File: src/rtl/vram_arb_pkg.sv
// Shared types for the VRAM arbiter: grant codes, read latency, clear-engine state
// and the per-stage grant pipeline payload.
package vram_arb_pkg;

  localparam int unsigned RD_LAT = 2;

  typedef enum logic [1:0] {
    GNT_NONE = 2'd0,
    GNT_VID  = 2'd1,
    GNT_CPU  = 2'd2,
    GNT_DL   = 2'd3
  } grant_t;

  typedef enum logic {
    CLR_RUN  = 1'b0,
    CLR_DONE = 1'b1
  } clr_state_t;

  typedef struct packed {
    grant_t gnt;
    logic   we;
  } pipe_t;

endpackage

File: src/rtl/rr_arb2.sv
// Two-way round-robin arbiter (bit 0 = CPU, bit 1 = download). The pointer
// moves to the other requester only when a grant is actually issued.
module rr_arb2 (
  input  logic       clk_i,
  input  logic       rst_ni,
  input  logic       en_i,
  input  logic [1:0] req_i,
  output logic [1:0] gnt_c_o
);

  logic ptr_q, ptr_d;

  always_comb begin
    gnt_c_o = 2'b00;
    ptr_d   = ptr_q;
    if (en_i) begin
      case (req_i)
        2'b01:   gnt_c_o = 2'b01;
        2'b10:   gnt_c_o = 2'b10;
        2'b11:   gnt_c_o = ptr_q ? 2'b10 : 2'b01;
        default: gnt_c_o = 2'b00;
      endcase
      // After a CPU grant the download side gets priority, and vice versa
      if (gnt_c_o != 2'b00) ptr_d = gnt_c_o[0];
    end
  end

  always_ff @(posedge clk_i) begin
    if (!rst_ni) ptr_q <= 1'b0;
    else         ptr_q <= ptr_d;
  end

endmodule

File: src/rtl/vram_arbiter.sv
// Single-port VRAM arbiter: video > {CPU, download round-robin}, fixed 2-cycle latency.
// Optional hardware clear after reset when VRAM_CLEAR_EN is defined.
module vram_arbiter
  import vram_arb_pkg::*;
#(
  parameter int unsigned AW = 13,
  parameter int unsigned DW = 8
) (
  input  logic          clk_sys,
  input  logic          reset_n,
  input  logic          vid_req,
  input  logic [AW-1:0] vid_addr,
  output logic [DW-1:0] vid_data,
  output logic          vid_valid,
  input  logic          cpu_req,
  input  logic          cpu_we,
  input  logic [AW-1:0] cpu_addr,
  input  logic [DW-1:0] cpu_din,
  output logic [DW-1:0] cpu_dout,
  output logic          cpu_ack,
  input  logic          dl_req,
  input  logic [AW-1:0] dl_addr,
  input  logic [DW-1:0] dl_din,
  output logic          dl_ack,
  output logic [AW-1:0] ram_addr,
  output logic          ram_we,
  output logic [DW-1:0] ram_din,
  input  logic [DW-1:0] ram_dout,
  output logic          clear_busy
);

  pipe_t         pipe_q [RD_LAT];
  pipe_t         pipe_d0;
  grant_t        gnt_c;
  logic [AW-1:0] ram_addr_q, ram_addr_d;
  logic          ram_we_q, ram_we_d;
  logic [DW-1:0] ram_din_q, ram_din_d;
  logic [DW-1:0] vid_data_q, vid_data_d;
  logic          vid_valid_q, vid_valid_d;
  logic [DW-1:0] cpu_dout_q, cpu_dout_d;
  logic          cpu_ack_q, cpu_ack_d;
  logic          dl_ack_q, dl_ack_d;
  logic          cpu_busy_c, dl_busy_c;
  logic [1:0]    rr_gnt_c;
  logic          clr_active_c;
  logic [AW-1:0] clr_addr_c;

`ifdef VRAM_CLEAR_EN
  clr_state_t    clr_state_q, clr_state_d;
  logic [AW-1:0] clr_addr_q, clr_addr_d;

  // Clear engine: one zero write per cycle, paused whenever video owns the port
  always_comb begin
    clr_state_d = clr_state_q;
    clr_addr_d  = clr_addr_q;
    if (clr_state_q == CLR_RUN && !vid_req) begin
      clr_addr_d = clr_addr_q + AW'(1);
      if (clr_addr_q == {AW{1'b1}}) clr_state_d = CLR_DONE;
    end
  end

  always_ff @(posedge clk_sys) begin
    if (!reset_n) begin
      clr_state_q <= CLR_RUN;
      clr_addr_q  <= '0;
    end else begin
      clr_state_q <= clr_state_d;
      clr_addr_q  <= clr_addr_d;
    end
  end

  assign clr_active_c = (clr_state_q == CLR_RUN);
  assign clr_addr_c   = clr_addr_q;
`else
  assign clr_active_c = 1'b0;
  assign clr_addr_c   = '0;
`endif

  assign clear_busy = clr_active_c;

  // A requester is blocked from its grant edge through its ack edge
  always_comb begin
    cpu_busy_c = 1'b0;
    dl_busy_c  = 1'b0;
    for (int unsigned i = 0; i < RD_LAT; i++) begin
      if (pipe_q[i].gnt == GNT_CPU) cpu_busy_c = 1'b1;
      if (pipe_q[i].gnt == GNT_DL)  dl_busy_c  = 1'b1;
    end
  end

  rr_arb2 u_rr (
    .clk_i   (clk_sys),
    .rst_ni  (reset_n),
    .en_i    (!vid_req && !clr_active_c),
    .req_i   ({dl_req && !dl_busy_c, cpu_req && !cpu_busy_c}),
    .gnt_c_o (rr_gnt_c)
  );

  always_comb begin
    gnt_c      = GNT_NONE;
    ram_addr_d = ram_addr_q;
    ram_we_d   = 1'b0;
    ram_din_d  = ram_din_q;
    if (vid_req) begin
      gnt_c      = GNT_VID;
      ram_addr_d = vid_addr;
    end else if (clr_active_c) begin
      ram_addr_d = clr_addr_c;
      ram_we_d   = 1'b1;
      ram_din_d  = '0;
    end else if (rr_gnt_c[0]) begin
      gnt_c      = GNT_CPU;
      ram_addr_d = cpu_addr;
      ram_we_d   = cpu_we;
      ram_din_d  = cpu_din;
    end else if (rr_gnt_c[1]) begin
      gnt_c      = GNT_DL;
      ram_addr_d = dl_addr;
      ram_we_d   = 1'b1;
      ram_din_d  = dl_din;
    end

    pipe_d0.gnt = gnt_c;
    pipe_d0.we  = ram_we_d;

    // Completion stage: read data from the RAM is valid at this edge
    vid_valid_d = (pipe_q[RD_LAT-1].gnt == GNT_VID);
    vid_data_d  = vid_valid_d ? ram_dout : vid_data_q;
    cpu_ack_d   = (pipe_q[RD_LAT-1].gnt == GNT_CPU);
    cpu_dout_d  = (cpu_ack_d && !pipe_q[RD_LAT-1].we) ? ram_dout : cpu_dout_q;
    dl_ack_d    = (pipe_q[RD_LAT-1].gnt == GNT_DL);
  end

  always_ff @(posedge clk_sys) begin
    if (!reset_n) begin
      for (int unsigned i = 0; i < RD_LAT; i++) pipe_q[i] <= '0;
      ram_addr_q  <= '0;
      ram_we_q    <= 1'b0;
      ram_din_q   <= '0;
      vid_data_q  <= '0;
      vid_valid_q <= 1'b0;
      cpu_dout_q  <= '0;
      cpu_ack_q   <= 1'b0;
      dl_ack_q    <= 1'b0;
    end else begin
      pipe_q[0] <= pipe_d0;
      for (int unsigned i = 1; i < RD_LAT; i++) pipe_q[i] <= pipe_q[i-1];
      ram_addr_q  <= ram_addr_d;
      ram_we_q    <= ram_we_d;
      ram_din_q   <= ram_din_d;
      vid_data_q  <= vid_data_d;
      vid_valid_q <= vid_valid_d;
      cpu_dout_q  <= cpu_dout_d;
      cpu_ack_q   <= cpu_ack_d;
      dl_ack_q    <= dl_ack_d;
    end
  end

  assign ram_addr  = ram_addr_q;
  assign ram_we    = ram_we_q;
  assign ram_din   = ram_din_q;
  assign vid_data  = vid_data_q;
  assign vid_valid = vid_valid_q;
  assign cpu_dout  = cpu_dout_q;
  assign cpu_ack   = cpu_ack_q;
  assign dl_ack    = dl_ack_q;

endmodule

File: config.mk
export PLATFORM = sky130hd
export DESIGN_NAME = vram_arbiter
export DESIGN_NICKNAME = d
export VERILOG_FILES = /design/src/rtl/vram_arb_pkg.sv /design/src/rtl/rr_arb2.sv /design/src/rtl/vram_arbiter.sv
export SDC_FILE = /design/constraint.sdc
export NUM_CORES = 1
export LEC_CHECK = 0
export CELL_PAD_IN_SITES_DETAIL_PLACEMENT = 0
export CELL_PAD_IN_SITES_GLOBAL_PLACEMENT = 1
export CORE_MARGIN = 2
export CORE_UTILIZATION = 29
export CTS_CLUSTER_DIAMETER = 30
export DETAILED_ROUTE_END_ITERATION = 8
export PLACE_DENSITY = 0.83
export SLEW_MARGIN = 20
export SYNTH_ARGS = -nofsm -noshare
export SYNTH_HDL_FRONTEND = slang
export SYNTH_SLANG_ARGS = --single-unit
File: constraint.sdc
create_clock -name clk_sys -period 3.9 [get_ports clk_sys]
set_input_delay 0.39 -clock clk_sys [delete_from_list [all_inputs] [get_ports clk_sys]]
set_output_delay 0.39 -clock clk_sys [all_outputs]
set_load 0.05 [all_outputs]
; ---- After elaboration in Yosys (flattened, before gate mapping)
; Memory sizes are Yosys's and may differ from the RTL's.
; Index checks and enable logic that the tools add are counted.
[op_classes]
n_mux = 23
n_reduce_logical = 11
bitwise = 3
eq_ne = 8
[op_table]
columns = cell, n
row1 = $mux W13, 3
row2 = $mux W8, 2
row3 = $eq A2 B2 Y1 const B, 6
row4 = $mux W2, 6
row5 = $mux W1, 9
row6 = $mux W3, 2
row7 = $pmux W2 S3, 1
row8 = $eq A2 B1 Y1 const B, 2
row9 = $reduce_and A2 Y1, 2
row10 = $reduce_bool A2 Y1, 2
row11 = $logic_and A1 B1 Y1, 3
row12 = $logic_not A1 Y1, 3
row13 = $reduce_bool A3 Y1, 1
row14 = $or A1 B1 Y1, 2
row15 = $not A1 Y1, 1
[word_totals]
out_inout_bits = 42
memories = 1
word_cells = 55
mem_bits_rw = 6
reg_bits = 42
in_bits = 69
[mem_list]
columns = memory, depth, width, rd, rd_clocked_by_memory_dff, write_ports, line
row1 = pipe_q, 2, 3, 2, 0, 2, vram_arbiter.sv:32  ; pipe_t pipe_q [RD_LAT];

; ---- Logic depth before layout (Yosys ltp)
; An unclocked memory read counts as a cell.
[depth]
word_depth = 14
depth_mapped = 7
ltp_nobuf = 5

; ---- Cells and area by module
; From an unflattened synthesis, not the netlist that was laid out.
[unflattened]
cells_unflattened = 221
hier_area_um2 = 2093.3
[modules_own_cells]
columns = module, seq_area_each_um2, area_each_um2, n_inst, cells_each
row1 = vram_arbiter, 920.9, 2034.5, 1, 212
row2 = rr_arb2, 20.0, 58.8, 1, 9

; ---- Worst setup path after synthesis
; No wires, ideal clock.
[synth_timing]
path_type = input-to-reg
from = in dl_req
to = reg ram_din_q[0] (netlist: ram_din[0])
slack_ns = 2.300
arrival_ns = 1.478
cell_stages = 5
required_time_ns = 3.778
path_buffers = 0
path_cell_list = a21boi_1 and2_4 a211oi_4 mux2i_1 a21oi_2
[synth_between]
elab_chain_len = 7
elab_cells_between_ends = 10
classes_between = eq/ne: 3 / mux: 4 / reduce/logical: 3
[synth_rtl]
columns = item, line
row1 = "start, declared", vram_arbiter.sv:21  ; input logic dl_req,
row2 = $logic_and A1 B1 Y1 *, vram_arbiter.sv:95  ; .req_i ({dl_req && !dl_busy_c, cpu_req && !cpu_busy_c}),
row3 = $eq A2 B2 Y1 / $eq A2 B1 Y1 (equally long branches), rr_arb2.sv:17  ; case (req_i)
row4 = $pmux W2 S3 *, rr_arb2.sv:17
row5 = $mux W2 * (2 in a row), rr_arb2.sv:16  ; if (en_i) begin
row6 = $reduce_bool A2 Y1 (no source line), -
row7 = $reduce_and A2 Y1 (no source line), -
row8 = "end signal, assigned", vram_arbiter.sv:150  ; ram_din_q <= ram_din_d;
row9 = "end, declared", vram_arbiter.sv:37  ; logic [DW-1:0] ram_din_q, ram_din_d;
; Every way passes the cells marked *; elsewhere a longest branch is shown, timed or not. The select of a mux whose other input is x is not followed.
; A chain may end at the register's enable or synchronous reset.

; ---- Worst setup path in the final report
[layout_timing]
from = in vid_req
to = reg ram_addr_q[8] (netlist: ram_addr[8])
[layout_between]
elab_chain_len = 3
elab_cells_between_ends = 4
classes_between = mux: 3 / reduce/logical: 1
[layout_rtl]
columns = item, line
row1 = "start, declared", vram_arbiter.sv:11  ; input logic vid_req,
row2 = $mux W2, rr_arb2.sv:16
row3 = $mux W13, vram_arbiter.sv:111  ; end else if (rr_gnt_c[0]) begin
row4 = $mux W13, vram_arbiter.sv:104  ; if (vid_req) begin
row5 = "end signal, assigned", vram_arbiter.sv:148  ; ram_addr_q <= ram_addr_d;
row6 = "end, declared", vram_arbiter.sv:35  ; logic [AW-1:0] ram_addr_q, ram_addr_d;
; Several ways; a longest one is shown, not always the timed one.

==> summary.md <==
| Metric | Value |
|---|---|
| Status | completed |
| Critical Path AT | 2.51 ns |
| Unrepaired setup endpoints after global routing | no |
| Count of port buffers added during placement | 109 |
| Hold WS | 0.457 ns |
| Die width | 87.3 um |
| Area of the die | 0.00762 mm^2 |
| Residual antenna-violating net count after detailed routing | 0 |
| Floorplan Core Area | 0.00676 mm^2 |
| Leakage power of the design | 1.21 nW |
| Die height | 87.3 um |
| CTS sink count | 47 |
| Clk pwr share | 33.0% |
| Number of placed I/O pins | 111 |
| Num rows | 30 |
| Peak ir drop on the vdd network | 152 uV |
| Via/cell ratio | 4.98 |
| Maximum cell stage delay along the critical path | 0.79 ns |
| Upper clock frequency limit | 436 MHz |
| Power spent charging and discharging nets | 0.000359 W |
| Weighted congestion reported at the end of routability-driven placement | 0.753 |
| Count of mapped cells out of synthesis | 223 |
| Total Routed Length | 5.85 mm |
| Area after detailed placement | 0.00314 mm^2 |
| Remaining max-slew budget at the tightest pin | 50.9% |
| Initial core utilization | 29.8% |
| Post-route DRC | 0 |
| Synth Warn # | 0 |
| Latest clock arrival within the worst-skew pair | 0.30 ns |
| Pwr dens | 388 mW/mm^2 |
| Total via count in the routed design | 2016 |
| Proportion of total power due to net switching | 28.3% |
| Count of max-cap constraint violations | 0 |
| Final cell area excluding filler cells | 0.00327 mm^2 |
| Cell taking the most area after synthesis | sky130_fd_sc_hd__dfxtp_1 |
| Buffers inserted by post-CTS timing repair | 0 |
| Combinational share of power | 25.5% |
| Critical path type | in -> reg |
| Final TNS setup | 0 ns |
| Grt total ovfl | 0 |
| Final Max Slew Viols | 0 |
| Worst clock skew | 0.00290 ns |
| Final HPWL DP | 4.24 mm |
| Area occupied by registers | 941 um^2 |
| Highest-count cells in the layout ignoring fill and taps | sky130_fd_sc_hd__clkdlybuf4s50_1 (109), sky130_fd_sc_hd__dfxtp_1 (47), sky130_fd_sc_hd__a21oi_1 (26), sky130_fd_sc_hd__nand3_1 (26), sky130_fd_sc_hd__nand2_1 (25) |
| Number of nets in the synthesized netlist | 292 |
| Ratio of cells with drive above 1 in the final layout | 5.54% |
| Hold/Removal Path Class | reg -> reg |
| Measured slew at the worst slew-check pin | 0.734 ns |
| Via count of the first global-routing pass | 1963 |
| GRT Overall Usage | 15.6% |
| Library cell contributing the largest single delay on the critical path | sky130_fd_sc_hd__clkdlybuf4s50_1 |
| Type of element capturing the critical path | flop |
| Worst setup startpoint | vid_req |
| Synthesized area per cell | 9.02 um^2 |
| Post-synthesis to final-layout area growth | 62.6% |
| Maximum number of pins on one net before global-route repair | 31 |
| Cell-by-cell listing of the critical path | clkdlybuf4s50_1, inv_1, nand3_2, o221ai_1 |
| CP Max Fanout | 18 |
| Area of the mapped netlist | 0.00201 mm^2 |
| Count of H-tree levels built during CTS | 2 |
| Synth Register Bits | 47 |
| Antenna violations before repair | 0 |
| Worst flop-to-flop path startpoint | pipe_q[0][5]$_SDFF_PN0_ |
| CP required | 4.11 ns |
| Commonest non-fill, non-tap cell in the layout | sky130_fd_sc_hd__clkdlybuf4s50_1 |
| Final number of hold-violating endpoints | 0 |
| Seq pwr share | 41.5% |
| Final setup violation count | 0 |
| Clock edge transition at the registers on the reported setup and hold paths | 0.08 ns |
| Fillcell total | 653 |
| Count of different cell masters after synthesis | 30 |
| Number of antenna repair diodes | 0 |
| Nets | 393 |
| Starting DRC count in detailed routing | 76 |
| WL/cell | 14.4 um |
| Clock root buffer master | sky130_fd_sc_hd__clkbuf_8 |
| Post-synthesis sequential area ratio | 46.8% |
| CTS-repair resized insts | 0 |
| Pre-antenna DRT Iters | 4 |
| Worst Setup Start Kind | input pin |
| Hold path startpoint | vid_data[2]$_SDFFE_PN0P_ |
| Final worst path period share | 58.8% |
| Dominant cells by area after synthesis | sky130_fd_sc_hd__dfxtp_1 (47%), sky130_fd_sc_hd__mux2i_1 (10%), sky130_fd_sc_hd__a21oi_1 (6.5%), sky130_fd_sc_hd__nand3_1 (6.5%), sky130_fd_sc_hd__o221ai_1 (5.7%) |
| Post-CTS Hold Fix Bufs | 0 |
| Share of Yosys cell area claimed by the top area cell type | 46.8% |
| CTS tree | yes |
| Deepest clock path buffer count | 2 |
| Time the final worst path needs with I/O delays and setup | 2.29 ns |
| First-pass GRT wire length | 9.29 mm |
| Cell Int Power | 0.000908 W |
| CTS buffer count | 5 |
| Area of combinational cells with multiple inputs | 971 um^2 |
power by group through the flow:
stage	Clock [W]	Sequential, W	Combinational [W]
global placement	0	0.000537	0.000322
CTS	0.000435	0.000526	0.000326
detailed placement	0	0.000537	0.000325
finish	0.000418	0.000526	0.000323
global route	0.000458	0.000530	0.000344
floorplan	0	0.000626	0.0000945
through the flow:
| step | total power, W | instances | util, % | worst slack (ns) |
|---|---|---|---|---|
| 2_1_floorplan | 0.000721 | 223 | - | 2.30 |
| 3_3_place_gp | 0.000859 | 397 | 46.4 | 1.41 |
| 3_5_place_dp | 0.000862 | 397 | 46.4 | 1.31 |
| 4_1_cts | 0.00129 | 405 | 48.4 | 1.62 |
| 5_1_grt | 0.00133 | 405 | 48.4 | 1.41 |
| 6_report | 0.00127 | 405 | 48.4 | 1.61 |
cells by family (layout without fill, tap and decap cells):
kind of cell	after synthesis	in the layout	share of synthesized area (%)
compound gates	62	62	19.4
buf+inv	21	123	4.92
flops	47	47	46.8
mux	21	21	10.5
other cells	1	1	0.187
simple gates	71	71	18.3
state kept, by name (all words and copies together) (netlist names):
register and count:
cpu_ack 1, cpu_dout 8, dl_ack 1, pipe_q 6
ram_addr 13, ram_din 8, u_rr.ptr_q 1, vid_data 8
vid_valid 1
worst max-delay path, delay by kind of cell:
kind	cells	cell delay, ns
buffers and inverters	2	1.40
and+or+nand+nor	1	0.39
AOI/OAI and AO/OA	1	0.31
Yosys cell counts (all sizes together):
cell / count
inv: 3
dfxtp: 47
conb: 1
nor2: 7
nand2: 25
a21boi: 1
a311oi: 1
clkbuf: 11
a21o: 1
nand4: 1
nor4: 1
a211oi: 2
and2b: 1
mux2i: 21
or2b: 3
and2: 4
nor3: 1
nand3: 28
o221ai: 13
o21ai: 17
a21oi: 27
buf: 7
worst paths after layout:
check | end | slack, ns | cells after the start
setup / recovery | ram_addr[8]$_SDFFE_PN0P_ | 1.61 | 4
setup reg to reg | ram_addr[1]$_SDFFE_PN0P_ | 1.95 | 5
hold / removal | vid_data[2]$_SDFFE_PN0P_ | 0.46 | 2
hold reg to reg | vid_data[2]$_SDFFE_PN0P_ | 0.46 | 2
metal layers:
layer | vias up | GRT usage [%] | part of all wire (%)
li1 | 1002 | - | -
met1 | 925 | 19.3 | 44
met2 | 80 | 25.8 | 47
met3 | 9 | 5.12 | 6.7
met4 | 0 | 4.62 | 1.5
met5 | - | 0 | 0
cell type report:
class / count / share of cell area, %
timing repair buffer: 112 / 34.1
inverter: 3 / 0.344
multi-input combinational: 155 / 29.7
clock buffer: 6 / 2.22
tap: 80 / 3.06
clock inverter: 2 / 1.84
sequential: 47 / 28.8
(Power assumes the default switching activity.)
